### src/rtl/lstm_pkg.sv
// Shared state encoding and derived timing constants for the LSTM forward sequencer.
// Consumers derive MAC_LEN / CELL_CYCLES from their own parameters through these helpers.
package lstm_pkg;

  typedef enum logic [2:0] {
    ST_IDLE,
    ST_LOAD,
    ST_MAC,
    ST_DRAIN,
    ST_WRITE,
    ST_DONE
  } state_t;

  function automatic int mac_len(input int num_input, input int num_cell);
    return num_input + num_cell;
  endfunction

  function automatic int cell_cycles(input int num_input, input int num_cell, input int delay);
    return mac_len(num_input, num_cell) + delay + 2;
  endfunction

endpackage

### src/rtl/lstm_seq_cnt.sv
// Loadable up-counter with enable; tc flags the terminal value LAST.
// Load has priority over enable; the count wraps freely past LAST.
module lstm_seq_cnt #(
  parameter int               WIDTH = 12,
  parameter logic [WIDTH-1:0] LAST  = '0
) (
  input  logic             clk,
  input  logic             rst_n,
  input  logic             ld,
  input  logic [WIDTH-1:0] ld_val,
  input  logic             en,
  output logic [WIDTH-1:0] cnt,
  output logic             tc
);

  always_ff @(posedge clk or negedge rst_n) begin
    if (!rst_n) begin
      cnt <= '0;
    end else if (ld) begin
      cnt <= ld_val;
    end else if (en) begin
      cnt <= cnt + WIDTH'(1);
    end
  end

  assign tc = (cnt == LAST);

endmodule

### src/rtl/lstm_fwd_seq.sv
// LSTM layer forward sequencer: per cell LOAD -> MAC -> DRAIN -> WRITE, walking cell then timestep.
// i_hold freezes all state and masks strobes; H/C results land one timestep up (slot t=-1 is zero).
module lstm_fwd_seq
  import lstm_pkg::*;
#(
  parameter int ADDR_WIDTH = 12,
  parameter int TIMESTEP   = 7,
  parameter int NUM_CELL   = 8,
  parameter int NUM_INPUT  = 53,
  parameter int DELAY      = 48
) (
  input  logic                  clk,
  input  logic                  rst_n,
  input  logic                  i_start,
  input  logic                  i_hold,
  output logic                  o_busy,
  output logic                  o_done,
  output logic                  o_en_addr,
  output logic                  o_acc_clr,
  output logic                  o_acc_en,
  output logic                  o_wr_en_h,
  output logic                  o_wr_en_c,
  output logic [ADDR_WIDTH-1:0] o_wr_addr,
  output logic [ADDR_WIDTH-1:0] o_t,
  output logic [ADDR_WIDTH-1:0] o_cell
);

  localparam int MAC_LEN = mac_len(NUM_INPUT, NUM_CELL);

  if ((NUM_CELL * (TIMESTEP + 1) - 1) >= (1 << ADDR_WIDTH) ||
      (MAC_LEN - 1) >= (1 << ADDR_WIDTH) || (DELAY - 1) >= (1 << ADDR_WIDTH)) begin : g_width_chk
    $error("lstm_fwd_seq: ADDR_WIDTH too small for NUM_CELL*(TIMESTEP+1) addresses or counters");
  end

  state_t state_q, state_d;

  logic [ADDR_WIDTH-1:0] k_cnt, d_cnt, cell_cnt, t_cnt, addr_q;
  logic                  k_tc, d_tc, cell_tc, t_tc;
  logic                  start_go, wr_go;

  assign start_go = (state_q == ST_IDLE) && i_start && !i_hold;
  assign wr_go    = (state_q == ST_WRITE) && !i_hold;

  always_ff @(posedge clk or negedge rst_n) begin
    if (!rst_n) begin
      state_q <= ST_IDLE;
    end else begin
      state_q <= state_d;
    end
  end

  always_comb begin
    state_d = state_q;
    case (state_q)
      ST_IDLE:  if (i_start) state_d = ST_LOAD;
      ST_LOAD:  state_d = ST_MAC;
      ST_MAC:   if (k_tc) state_d = ST_DRAIN;
      ST_DRAIN: if (d_tc) state_d = ST_WRITE;
      ST_WRITE: state_d = (cell_tc && t_tc) ? ST_DONE : ST_LOAD;
      ST_DONE:  state_d = ST_IDLE;
      default:  state_d = ST_IDLE;
    endcase
    if (i_hold) state_d = state_q;
  end

  lstm_seq_cnt #(.WIDTH(ADDR_WIDTH), .LAST(ADDR_WIDTH'(MAC_LEN - 1))) u_k_cnt (
    .clk    (clk),
    .rst_n  (rst_n),
    .ld     ((state_q == ST_LOAD) && !i_hold),
    .ld_val ('0),
    .en     ((state_q == ST_MAC) && !i_hold),
    .cnt    (k_cnt),
    .tc     (k_tc)
  );

  lstm_seq_cnt #(.WIDTH(ADDR_WIDTH), .LAST(ADDR_WIDTH'(DELAY - 1))) u_d_cnt (
    .clk    (clk),
    .rst_n  (rst_n),
    .ld     ((state_q == ST_MAC) && k_tc && !i_hold),
    .ld_val ('0),
    .en     ((state_q == ST_DRAIN) && !i_hold),
    .cnt    (d_cnt),
    .tc     (d_tc)
  );

  // cell wraps to 0 and t advances on the last cell; both freeze on the final write
  lstm_seq_cnt #(.WIDTH(ADDR_WIDTH), .LAST(ADDR_WIDTH'(NUM_CELL - 1))) u_cell_cnt (
    .clk    (clk),
    .rst_n  (rst_n),
    .ld     (start_go || (wr_go && cell_tc && !t_tc)),
    .ld_val ('0),
    .en     (wr_go && !cell_tc),
    .cnt    (cell_cnt),
    .tc     (cell_tc)
  );

  lstm_seq_cnt #(.WIDTH(ADDR_WIDTH), .LAST(ADDR_WIDTH'(TIMESTEP - 1))) u_t_cnt (
    .clk    (clk),
    .rst_n  (rst_n),
    .ld     (start_go),
    .ld_val ('0),
    .en     (wr_go && cell_tc && !t_tc),
    .cnt    (t_cnt),
    .tc     (t_tc)
  );

  // Tracks (t+1)*NUM_CELL + cell incrementally instead of multiplying
  always_ff @(posedge clk or negedge rst_n) begin
    if (!rst_n) begin
      addr_q <= '0;
    end else if (start_go) begin
      addr_q <= ADDR_WIDTH'(NUM_CELL);
    end else if (wr_go) begin
      addr_q <= addr_q + ADDR_WIDTH'(1);
    end
  end

  assign o_busy    = (state_q != ST_IDLE) && (state_q != ST_DONE);
  assign o_done    = (state_q == ST_DONE);
  assign o_en_addr = ((state_q == ST_LOAD) || (state_q == ST_MAC) || (state_q == ST_DRAIN)) && !i_hold;
  assign o_acc_clr = (state_q == ST_LOAD) && !i_hold;
  assign o_acc_en  = (state_q == ST_MAC) && !i_hold;
  assign o_wr_en_h = wr_go;
  assign o_wr_en_c = wr_go;
  assign o_wr_addr = wr_go ? addr_q : '0;
  assign o_t       = t_cnt;
  assign o_cell    = cell_cnt;

endmodule

### config.mk
export PLATFORM = sky130hd
export DESIGN_NAME = lstm_fwd_seq
export DESIGN_NICKNAME = d
export VERILOG_FILES = /design/src/rtl/lstm_pkg.sv /design/src/rtl/lstm_seq_cnt.sv /design/src/rtl/lstm_fwd_seq.sv
export SDC_FILE = /design/constraint.sdc
export NUM_CORES = 1
export LEC_CHECK = 0
export BUFFER_PORTS_ARGS = -buffer_cell sky130_fd_sc_hd__clkbuf_2
export CAP_MARGIN = 20
export CORE_MARGIN = 4
export CORE_UTILIZATION = 54
export DETAILED_ROUTE_END_ITERATION = 16
export GPL_TIMING_DRIVEN = 0
export PLACE_DENSITY = 0.87
export SLEW_MARGIN = 30
export SYNTH_ARGS = -nofsm -noshare
export SYNTH_HDL_FRONTEND = slang
export SYNTH_SLANG_ARGS = --single-unit
### constraint.sdc
create_clock -name clk -period 2.9 [get_ports clk]
set_input_delay 0.87 -clock clk [delete_from_list [all_inputs] [get_ports clk]]
set_output_delay 0.87 -clock clk [all_outputs]
set_load 0.01 [all_outputs]
## Word level (Yosys, flattened, before mapping)

Cells that the tools add are included.

- Bitwise logic cells: 1
- Reduce and logical (&&, ||, !) cells: 28
- Equal/unequal tests: 13
- Multiplexer cells: 16
- $add $sub $neg: 5

Operators with widths:

| cell | count |
|---|---|
| 2-to-1 mux 12 bit | 11 |
| adder 12 x 1 -> 12 bit (second input constant) | 5 |
| equality test 12 x 3 -> 1 bit (second input constant) | 2 |
| equality test 12 x 6 -> 1 bit (second input constant) | 2 |
| case mux 3 bit (5 select lines) | 1 |
| logical AND 1 bit | 14 |
| 2-to-1 mux 3 bit | 4 |
| nonzero test 2 bit | 5 |
| equality test 3 x 2 -> 1 bit (second input constant) | 2 |
| equality test 3 bit (second input constant) | 2 |
| inequality test 2 bit (second input constant) | 3 |
| AND reduction 4 bit | 1 |
| equality test 3 x 1 -> 1 bit (second input constant) | 1 |
| zero test 1 bit | 3 |
| zero test 3 bit | 1 |
| logical OR 1 bit | 3 |
| inequality test 3 bit (second input constant) | 1 |
| nonzero test 3 bit | 1 |
| inverter 1 bit | 1 |

- Bits in registers: 63
- Output and inout bits: 43

## Depth between registers and ports, before layout

- Depth in word-level cells: 6
- Depth in mapped cells: 8
- Mapped depth without buffers: 7

## Cells and area by module

Synthesis repeated with hierarchy kept, for this count alone.

- Cells, all modules: 439
- Area total of the unflattened synthesis: 3938.8 um2

Modules (own cells, without submodules):

| module | cells an instance | instances | seq. area each (um2) | area each (um2) |
|---|---|---|---|---|
| lstm_fwd_seq | 119 | 1 | 375.4 | 1014.7 |
| lstm_seq_cnt at u_d_cnt | 82 | 1 | 300.3 | 742.0 |
| lstm_seq_cnt at u_k_cnt | 78 | 1 | 300.3 | 733.2 |
| lstm_seq_cnt at u_t_cnt | 80 | 1 | 300.3 | 728.2 |
| lstm_seq_cnt at u_cell_cnt | 80 | 1 | 300.3 | 720.7 |

## Least setup slack after synthesis

OpenSTA, ideal clock, no wires.

- Kind: input port to output port
- Start point: input i_hold
- End point: output o_wr_addr[10]
- Slack: 0.001 ns
- Cell stages on the path: 5
- Required time: 2.030 ns
- Data arrival time: 2.029 ns
- Path through: or4b_1 buf_2 inv_2 clkbuf_1 and2_1

- Word-level cells in the longest chain between the ends: 3

Ends and longest elaborated chain:

| item | line | text |
|---|---|---|
| start, declared | lstm_fwd_seq.sv:15 | `input logic i_hold,` |
| zero test 1 bit | lstm_fwd_seq.sv:42 | `assign wr_go = (state_q == ST_WRITE) && !i_hold;` |
| logical AND 1 bit | lstm_fwd_seq.sv:42 |  |
| net o_wr_en_c | lstm_fwd_seq.sv:22 | `output logic o_wr_en_c,` |
| 2-to-1 mux 12 bit | lstm_fwd_seq.sv:125 | `assign o_wr_addr = wr_go ? addr_q : '0;` |
| end, declared | lstm_fwd_seq.sv:23 | `output logic [ADDR_WIDTH-1:0] o_wr_addr,` |

The timed path passes the listed nets, and every way through them passes these cells.

## Worst setup path in the final report

- Start point: input i_hold
- End point: output o_wr_addr[6]

- Word-level cells in the longest chain between the ends: 3

Ends and longest elaborated chain:

| item | line |
|---|---|
| zero test 1 bit | lstm_fwd_seq.sv:42 |
| logical AND 1 bit | lstm_fwd_seq.sv:42 |
| 2-to-1 mux 12 bit | lstm_fwd_seq.sv:125 |

Every way passes these cells.

==> out/metrics.yaml <==
run_status:
  outcome: "completed"
placed_design:
  port_buffers: 46
  dp_hpwl_um: 5270
  detailed_place.area_mm2: 0.00374
  finalWeightedCongestion: 0.886
synthesis:
  syn_area_per_cell_um2: 9.13
  complex_gate_fraction_of_the_synthesized_area_pct: 5.01
  post_synth_mux_area_share_pct: 0.332
  most_repeated_cell_in_the_gate_level_netlist_after_synthesis: "dfrtp_1"
  postSynthNetCount: 383
  post_synth_xor_area_fraction_pct: 11.6
  synthDistinctLibCells: 44
  synth_top_family_by_area: "simple AND/OR/NAND/NOR gates"
  ys_seq_elements: 63
  post_synth_fa_ha_maj_area_fraction_pct: 2.58
  synth_enable_flop_cells: 0
  post_synth_inst_count: 372
  yosys.area.top_type: "dfrtp_1"
  synthesis.area_mm2: 0.00339
  synth_top_area_share_pct: 46.4
  ys_seq_area_share_pct: 46.4
  synth_async_sr_flop_share_pct: 100
  synth-simple-area-share_pct: 30.7
  synth.cells.most_frequent: "dfrtp_1, nor2_1, xor2_1, nand2_1, nand3_1"
  prevailing_post_synth_register_cell: "dfrtp_1"
  yosysWarningCount: 0
  post_synth_main_area_contributors: "dfrtp_1, xor2_1, nor2_1"
cts:
  cts.clk_slew.worst_paths_ns: 0.07
  clock_tree.buffer_depth: 2
  clk_root_buffer_cell: "clkbuf_8"
  clock_latency_ns: 0.35
  cts.sink_count: 63
  cts.htree.levels: 3
  cts-buffers-inserted: 9
  tritoncts: "done"
floorplanning:
  die_w_um: 87.3
  num_io_pins: 47
  core_ar_mm2: 0.00603
  die_area_mm2: 0.00762
  start_util_pct: 56.3
  core.rowCount: 28
  die_h_um: 87.3
worst_setup_path:
  critPathCapture: "o_wr_addr[6]"
  r2r_slack_ns: 0.51
  critical_path_peak_fanout: 6
  regToRegStartpoint: "state_q[1]"
  start_kind: "input port"
  worst_ep_required_time_ns: 2.03
  setup.worst_path.end_class: "output pin"
  cp-startpoint: "i_hold"
  timing.rr.end: "u_t_cnt.cnt[8]"
  timing_worst_setup_path_type: "in -> out"
  worst-endpoint-arrival_ns: 1.99
  rr_worst_depth: 8
cells_and_area:
  area_growth_syn_to_layout_pct: 19.1
  post-route-util_pct: 67.1
  n_fill_cell: 481
  antennaDiodeCount: 0
  nets: 445
  layout.cell_area.non_filler_mm2: 0.00404
  share_of_cells_above_drive_strength_1_pct: 18.5
power_and_ir_drop:
  power.switching_mw: 0.681
  internal-power_mw: 1.55
  netSwitchingFraction_pct: 30.5
  p_leak_nw: 1.92
  sequential_power_share_pct: 49.3
  comb_power_share_pct: 18.3
  worst_ir_drop_vdd_mv: 0.335
  cellPowerDensity_mw_per_mm2: 553
  post-layout-total-power_mw: 2.24
  share_clk_of_total_power_pct: 32.5
routing:
  drc: 0
  initialDrtViolationCount: 164
  antenna_left: 0
  drt-total-wl_um: 7550
  wire_per_inst_um: 14.7
  drt-vias-per-instance: 5.68
  dr.pass1.iters: 5
  vias: 2912
job:
  number_of_maximum_capacitance_constraint_violations: 0
timing:
  total_negative_setup_slack_ns: 0
  holdWs_ns: 0.466
  slew_violations: 0
  max_slew_margin_pct: 56.3
  total_count_of_hold_check_failures_in_the_final_report: 0
  max_freq_ghz: 0.350
  worst_setup_skew_after_layout_ns: 0.0124
  final_setup_violation_count: 0
  rsz_0062_raised_after_global_routing: "yes"
  worst_slew_pin_slew_ns: 0.646
  layout_min_cycle_time_ns: 2.86
  fin_crit_sh_pct: 98.6
grt:
  grt_pass1_vias: 2763
  grt_max_degree: 36
  grt_pass1_wl_um: 12700
  initial_antenna_violation_count: 0
  globalRoute.totalOverflow: 0
  grt.total_usage_pct: 21.1
worst_hold_path:
  hold_class: "in -> async"
-- metrics by stage --
step | worst slack, ns | instances
3_3_place_gp | -0.337 | 493
3_5_place_dp | -0.374 | 494
4_1_cts | -0.0583 | 514
6_report | 0.0398 | 513
5_1_grt | 0.00613 | 513
2_1_floorplan | 0.000628 | 372
-- layout by cell type (no fill, tap or decap), types with 2 or more instances in the layout --
master     n
nand4_1   17
buf_8      3
and2_4     2
nor2_1    58
buf_4      5
nor4_1     5
clkinv_2   2
xor2_1    30
clkbuf_1  14
inv_1      9
nor4b_1    4
clkbuf_8   9
and4_1     7
clkbuf_2  39
nand3_1   27
buf_2      5
xnor2_1   15
or3_1      6
and2_1    13
a21oi_1   13
nor4b_2    2
ha_1       7
dfrtp_1   63
o21ai_0    8
nand2_1   29
nand2b_1   2
and3_1     4
nor3_1    11
buf_6      2
-- layer usage --
metal  vias up  track usage (%)  wire length [µm]
met2        93             34.9              3690
met5         -                0                 0
met4         0             7.81               110
met3        12             4.82               405
met1      1399             26.9              3350
li1       1408                -                 -
-- flip-flops by register name (all words and copies together) (netlist names) --
name	cells
u_d_cnt.cnt	12
u_k_cnt.cnt	12
u_t_cnt.cnt	12
u_cell_cnt.cnt	12
addr_q	12
state_q	3
-- cell families (layout without fill, tap and decap cells) --
family,count (synthesis),after routing
buf+inv,28,94
flops,63,63
compound gates,29,29
mux,1,1
xor+xnor,45,45
simple gates,199,199
fa+ha+maj,7,7
-- power by group through the flow --
stage | registers (mW) | clock network (mW) | logic (mW)
global route | 1.12 | 0.788 | 0.461
CTS | 1.10 | 0.737 | 0.409
floorplan | 1.09 | 0 | 0.283
global placement | 1.10 | 0 | 0.379
finish | 1.10 | 0.726 | 0.408
detailed placement | 1.11 | 0 | 0.403
-- layout make-up --
| class | count | area [µm²] | area share (%) |
|---|---|---|---|
| plain buffers | 17 | 98.8 | 2.45 |
| clock buffers | 11 | 131 | 3.25 |
| clock inverters | 4 | 47.5 | 1.18 |
| inverters | 10 | 45.0 | 1.11 |
| multi-input cells | 281 | 1730 | 42.7 |
| flip-flops and latches | 63 | 1580 | 39.0 |
| well taps | 75 | 93.8 | 2.32 |
| repair buffers | 52 | 324 | 8.02 |
-- worst min path at each step --
stage	end	slack, ns	depth (start not counted)
floorplan	addr_q[7]	0.48	1
global placement	addr_q[11]	0.51	2
detailed placement	u_k_cnt.cnt[5]	0.53	2
CTS	u_cell_cnt.cnt[10]	0.48	1
global route	u_cell_cnt.cnt[10]	0.49	1
finish	u_cell_cnt.cnt[10]	0.47	1
-- worst max-delay path, stage by stage --
cell,delay (ns)
clkbuf_16,0.13
or4b_4,0.53
inv_8,0.11
buf_8,0.11
and2_4,0.12
clkbuf_2,0.12
-- repair_timing --
| action | CTS | global route |
|---|---|---|
| gates resized for setup | 20 | 11 |
| buffers inserted | 4 | 0 |
| endpoints found under the setup margin | 15 | 14 |
| cloned | 1 | 0 |
| pin swaps | 2 | 1 |
| hold buffers | 0 | 0 |
(Power assumes the default switching activity.)
